==> src/rtl/fetch_pkg.sv <==
// Shared widths, types and constants for the instruction fetch stage.
package fetch_pkg;
  localparam int ADDR_W = 32;
  localparam int DATA_W = 32;

  typedef logic [DATA_W-1:0] instr_t;

  localparam logic [ADDR_W-1:0] RESET_PC_DEF = '0;
  localparam logic [ADDR_W-1:0] PC_INC       = ADDR_W'(4);
endpackage

==> src/rtl/fetch_fifo.sv <==
// Synchronous power-of-2 FIFO with flush; flush wins over push/pop in the same cycle.
module fetch_fifo #(
  parameter int DEPTH = 4,
  parameter int WIDTH = 32
) (
  input  logic                     clk,
  input  logic                     reset,
  input  logic                     push,
  input  logic                     pop,
  input  logic                     flush,
  input  logic [WIDTH-1:0]         din,
  output logic [WIDTH-1:0]         dout,
  output logic                     full,
  output logic                     empty,
  output logic [$clog2(DEPTH):0]   count
);
  localparam int AW = $clog2(DEPTH);
  localparam int CW = AW + 1;

  logic [WIDTH-1:0] mem [DEPTH];
  logic [AW-1:0]    rd_ptr, wr_ptr;

  always_ff @(posedge clk or posedge reset) begin
    if (reset) begin
      rd_ptr <= '0;
      wr_ptr <= '0;
      count  <= '0;
    end else if (flush) begin
      rd_ptr <= '0;
      wr_ptr <= '0;
      count  <= '0;
    end else begin
      if (push) wr_ptr <= wr_ptr + AW'(1);
      if (pop)  rd_ptr <= rd_ptr + AW'(1);
      count <= count + CW'(push) - CW'(pop);
    end
  end

  // Storage needs no reset: count gates every read.
  always_ff @(posedge clk) begin
    if (push && !flush) mem[wr_ptr] <= din;
  end

  assign dout  = mem[rd_ptr];
  assign full  = (count == CW'(DEPTH));
  assign empty = (count == '0);
endmodule

==> src/rtl/fetch_unit.sv <==
// Fetch stage: credit-based imem requests, in-order responses into a prefetch
// queue, redirect flush with discard of responses still in flight.
module fetch_unit
  import fetch_pkg::*;
#(
  parameter int                DEPTH    = 4,
  parameter logic [ADDR_W-1:0] RESET_PC = RESET_PC_DEF
) (
  input  logic              clk,
  input  logic              reset,
  output logic              imem_req_valid,
  input  logic              imem_req_ready,
  output logic [ADDR_W-1:0] imem_req_addr,
  input  logic              imem_resp_valid,
  input  instr_t            imem_resp_data,
  input  logic              redirect_valid,
  input  logic [ADDR_W-1:0] redirect_pc,
  output logic              instr_valid,
  input  logic              instr_ready,
  output instr_t            instr_data,
  output logic [ADDR_W-1:0] instr_pc
);
  localparam int CW = $clog2(DEPTH) + 1;
  localparam int QW = ADDR_W + DATA_W;

  logic [ADDR_W-1:0] fetch_pc;
  logic [CW-1:0]     outstanding, discard, occ, tag_cnt;
  logic [CW+1:0]     inflight;
  logic              fire, resp_live, pop;
  logic              q_empty, q_full, tag_empty, tag_full;
  logic [ADDR_W-1:0] tag_pc;
  logic [QW-1:0]     q_head;

  // Every slot that could still be filled is reserved before a request goes out,
  // so an accepted response can never find the queue full.
  assign inflight       = (CW+2)'(occ) + (CW+2)'(outstanding) + (CW+2)'(discard);
  assign imem_req_valid = !reset && !redirect_valid && (inflight < (CW+2)'(DEPTH));
  assign imem_req_addr  = fetch_pc;
  assign fire           = imem_req_valid && imem_req_ready;
  assign resp_live      = imem_resp_valid && (discard == '0) && !redirect_valid;

  assign instr_valid = !q_empty;
  assign pop         = instr_valid && instr_ready;
  assign instr_pc    = instr_valid ? q_head[QW-1:DATA_W] : '0;
  assign instr_data  = instr_valid ? q_head[DATA_W-1:0]  : '0;

  always_ff @(posedge clk or posedge reset) begin
    if (reset) begin
      fetch_pc    <= {RESET_PC[ADDR_W-1:2], 2'b00};
      outstanding <= '0;
      discard     <= '0;
    end else if (redirect_valid) begin
      // Everything in flight becomes garbage; a response this cycle retires one of them.
      fetch_pc    <= {redirect_pc[ADDR_W-1:2], 2'b00};
      discard     <= discard + outstanding - CW'(imem_resp_valid);
      outstanding <= '0;
    end else begin
      if (fire) fetch_pc <= fetch_pc + PC_INC;
      outstanding <= outstanding + CW'(fire) - CW'(resp_live);
      if (imem_resp_valid && (discard != '0)) discard <= discard - CW'(1);
    end
  end

  fetch_fifo #(.DEPTH(DEPTH), .WIDTH(ADDR_W)) u_tag (
    .clk   (clk),
    .reset (reset),
    .push  (fire),
    .pop   (resp_live),
    .flush (redirect_valid),
    .din   (fetch_pc),
    .dout  (tag_pc),
    .full  (tag_full),
    .empty (tag_empty),
    .count (tag_cnt)
  );

  fetch_fifo #(.DEPTH(DEPTH), .WIDTH(QW)) u_queue (
    .clk   (clk),
    .reset (reset),
    .push  (resp_live),
    .pop   (pop),
    .flush (redirect_valid),
    .din   ({tag_pc, imem_resp_data}),
    .dout  (q_head),
    .full  (q_full),
    .empty (q_empty),
    .count (occ)
  );

`ifndef SYNTHESIS
  a_resp_expected: assert property (@(posedge clk) disable iff (reset)
    imem_resp_valid |-> ((outstanding + discard) != '0));
  a_addr_stable: assert property (@(posedge clk) disable iff (reset)
    (imem_req_valid && !imem_req_ready) |=> $stable(imem_req_addr));
  a_tag_track: assert property (@(posedge clk) disable iff (reset)
    (tag_cnt == outstanding) && (tag_empty == (outstanding == '0)));
  a_no_tag_overflow: assert property (@(posedge clk) disable iff (reset)
    !(tag_full && fire && !resp_live));
  a_no_overflow: assert property (@(posedge clk) disable iff (reset)
    !(q_full && resp_live && !pop));
`endif
endmodule
==> config.mk <==
export PLATFORM = sky130hd
export DESIGN_NAME = fetch_unit
export DESIGN_NICKNAME = d
export VERILOG_FILES = /design/src/rtl/fetch_pkg.sv /design/src/rtl/fetch_fifo.sv /design/src/rtl/fetch_unit.sv
export SDC_FILE = /design/constraint.sdc
export NUM_CORES = 1
export LEC_CHECK = 0
export CAP_MARGIN = 40
export CORE_ASPECT_RATIO = 0.7
export CORE_MARGIN = 1.5
export CORE_UTILIZATION = 40
export DETAILED_ROUTE_END_ITERATION = 8
export RECOVER_POWER = 100
export SYNTH_ARGS = -nofsm -noshare
export SYNTH_HDL_FRONTEND = slang
export SYNTH_HIERARCHICAL = 1
export SYNTH_SLANG_ARGS = --single-unit
==> constraint.sdc <==
create_clock -name clk -period 5.03 [get_ports clk]
set_input_delay 0.503 -clock clk [delete_from_list [all_inputs] [get_ports clk]]
set_output_delay 0.503 -clock clk [all_outputs]
set_load 0.005 [all_outputs]
==> impl_metrics.tcl <==
set metrics [dict create \
    final-max-slew-violation-count 151 \
    number_of_buffers_created_by_cts 43 \
    fp.dieH_um 178.7 \
    area_used_by_multi_input_combinational_logic_sq_mm 0.004473 \
    finalInstanceArea_sq_mm 0.02130 \
    placement.io_buffers 163 \
    p_leak_nw 7.049 \
    setup_total_negative_slack_ns 0 \
    max_slew.worst_pin.slew_ns 2.565 \
    grt.total_usage 0.1659 \
    placed_cells_incl_taps 1676 \
    clock_skew_ns 0.01452 \
    critical_path_arrival_ns 4.49 \
    grt_first_pass_wirelength_um 55900 \
    number_of_placement_rows 64 \
    die_area_sq_mm 0.04538 \
    die_width_um 254.0 \
    endpoint_kind "flip-flop" \
    sequential_cell_area_sq_mm 0.01271 \
    clock_insertion_delay_worst_skew_ns 0.55 \
    drt-initial-drc-count 577 \
    internal-power_mw 7.136 \
    hold_viol 0 \
    drtAntennaViolNets 0 \
    grt_remaining_overflow 0 \
    ir_drop_mv 0.2518 \
    cp_data_required_time_ns 5.20 \
    drt-total-wl_um 37110 \
    cts_tree "yes" \
    start_util 0.4049 \
    cts.sink_count 431 \
    syn_area_per_cell_sq_um 18.96 \
    drv.max_cap_violation_count 6 \
    start_kind "flip-flop" \
    reg2reg_from "outstanding[1]" \
    synth_cells 930 \
    clock_tree.htree_level_count 2 \
    post-route-period-util 0.8594 \
    setup_violations 0 \
    p_sw_frac 0.2698 \
    ios 168 \
    period_minus_slack_ns 4.323 \
    switching_power_mw 2.636 \
    timing.reg2reg.worst_path_depth 11 \
    rsz0062_at_grt "false" \
    ys_warn_count 6 \
    clk_pin_slew_ns 0.06 \
    outcome "complete, but fails checks" \
    first_global_vias 9275 \
    post-cts-setup-buffer-count 0 \
    reg2reg_setup_slack_ns 0.71 \
    root_buffer_cell "sky130_fd_sc_hd__clkbuf_16" \
    grt_antenna_before_repair 0 \
    drc 0 \
    slew_headroom -0.7100 \
    core-area_sq_mm 0.04356 \
    resize_count_post_cts 0 \
    cts_hold_buffers 0 \
    mapped_area_sq_mm 0.01764 \
    p_seq_frac 0.453 \
    clk_path_buf_depth 3 \
    detailroute.via_count 8971 \
    last_weighted_congestion_value_of_the_routability_driven_placer 0.7456 \
    min_path_type "input pin to asynchronous set/reset pin" \
    drt_pass1_iterations 7 \
    clockPowerShare 0.316 \
    fin_nets 1224 \
    worstPathMaxFanout 24 \
    detailedPlacementHpwl_um 23030 \
    share_of_total_power_in_combinational_logic 0.231 \
    drive_gt1_frac 0.1655 \
    fmaxAchievable_ghz 0.2313 \
    route.detailed.wl_per_inst_um 21.14 \
    reg2reg_to "u_tag/mem[1][8]" \
    fillerInstances 3636 \
    number_of_standard_cells_in_the_final_layout_excluding_fillers 1755 \
    timing_worst_setup_path_type "flip-flop to flip-flop" \
    maximum_number_of_pins_on_one_net_before_global_route_repair 53 \
    vias_per_cell 5.112 \
    p_per_area_mw_per_mm2 458.8 \
    report.power.total_mw 9.772 \
    detailed_place.area_sq_mm 0.02004 \
    violations "max-capacitance violations, max-slew violations" \
    layout_overhead_on_the_synthesized_area_pct 20.78 \
]
-- sequential cells by signal (all words and copies together), names as in the netlist --
| signal | flops |
|---|---|
| u_queue/mem | 256 |
| u_tag/mem | 128 |
| imem_req_addr | 30 |
| discard | 3 |
| outstanding | 3 |
| u_queue/count | 3 |
| u_queue/rd_ptr | 2 |
| u_queue/wr_ptr | 2 |
| u_tag/rd_ptr | 2 |
| u_tag/wr_ptr | 2 |
-- placed cells by master, fill, tap and decap left out, drive strengths merged, types with 4 or more instances in the layout --
| cell | instances |
|---|---|
| nor2 | 21 |
| o21ai | 16 |
| clkdlybuf4s50 | 46 |
| o31ai | 6 |
| and2 | 8 |
| conb | 10 |
| o211ai | 7 |
| a21o | 4 |
| clkinv | 24 |
| fa | 6 |
| a221o | 7 |
| mux4 | 96 |
| o31a | 4 |
| nand4 | 11 |
| xnor2 | 9 |
| nand3 | 14 |
| nor3 | 14 |
| ha | 21 |
| nor2b | 74 |
| edfxtp | 384 |
| nand2 | 34 |
| nor4 | 6 |
| clkbuf | 62 |
| dlygate4sd3 | 116 |
| a21oi | 15 |
| nand2b | 6 |
| dfrtp | 47 |
| inv | 35 |
| o311ai | 4 |
| nor3b | 4 |
| mux2i | 4 |
| buf | 13 |
-- layout make-up --
| class | instances | area share |
|---|---|---|
| clock buffers | 51 | 0.05392 |
| repair buffers | 186 | 0.08793 |
| inverters | 36 | 0.006344 |
| flip-flops and latches | 431 | 0.5967 |
| well taps | 594 | 0.03489 |
| diodes | 1 | 0.0001175 |
| multi-input cells | 429 | 0.2100 |
| clock inverters | 27 | 0.01010 |
-- stage by stage --
stage	setup WS, ns	util	hold WS, ns
detailed placement	1.042	0.4601	0.5629
CTS	0.8916	0.4914	0.3419
global route	0.3514	0.4889	0.4241
floorplan	1.015	-	0.2691
global placement	1.148	0.4586	0.5394
finish	0.7075	0.4890	0.4386
-- power by group through the flow --
stage | logic, mW | registers [mW] | clock network, mW
floorplan | 1.48 | 4.32 | 0
global placement | 2.42 | 4.51 | 0
detailed placement | 2.46 | 4.51 | 0
CTS | 2.48 | 4.43 | 3.18
global route | 2.51 | 4.46 | 3.32
finish | 2.26 | 4.42 | 3.09
-- worst max-delay path by stage --
| stage | from | end | slack (ns) | depth (start not counted) |
|---|---|---|---|---|
| 2_1_floorplan | redirect_valid | u_queue/mem[0][0] | 1.01 | 6 |
| 3_3_place_gp | outstanding[1] | u_tag/mem[0][8] | 1.15 | 11 |
| 4_1_cts | outstanding[1] | imem_req_valid | 0.89 | 8 |
| 3_5_place_dp | outstanding[1] | u_tag/mem[0][8] | 1.04 | 11 |
| 5_1_grt | u_queue/count[1] | instr_pc[17] | 0.35 | 5 |
| 6_report | outstanding[1] | u_tag/mem[1][8] | 0.71 | 11 |
-- routing by layer --
metal,track usage,vias to the layer above,wire length (um)
met5,0,-,0
met2,0.2572,208,17180
li1,-,4078,-
met3,0.03078,45,1878
met1,0.2436,4640,17400
met4,0.03993,0,638
-- critical path, cell delays in order, from the launching register on --
cell and delay (ns):
sky130_fd_sc_hd__dfrtp_1 0.40, sky130_fd_sc_hd__inv_1 0.11, sky130_fd_sc_hd__fa_1 0.54, sky130_fd_sc_hd__nor2_1 0.16, sky130_fd_sc_hd__fa_1 0.45, sky130_fd_sc_hd__nor3b_1 0.28
sky130_fd_sc_hd__o31a_2 0.25, sky130_fd_sc_hd__nand2_1 0.08, sky130_fd_sc_hd__inv_1 0.57, sky130_fd_sc_hd__nor2b_1 0.30, sky130_fd_sc_hd__and2_0 0.18, sky130_fd_sc_hd__clkbuf_2 0.61
Note: power is estimated with default switching activity, not from simulation.
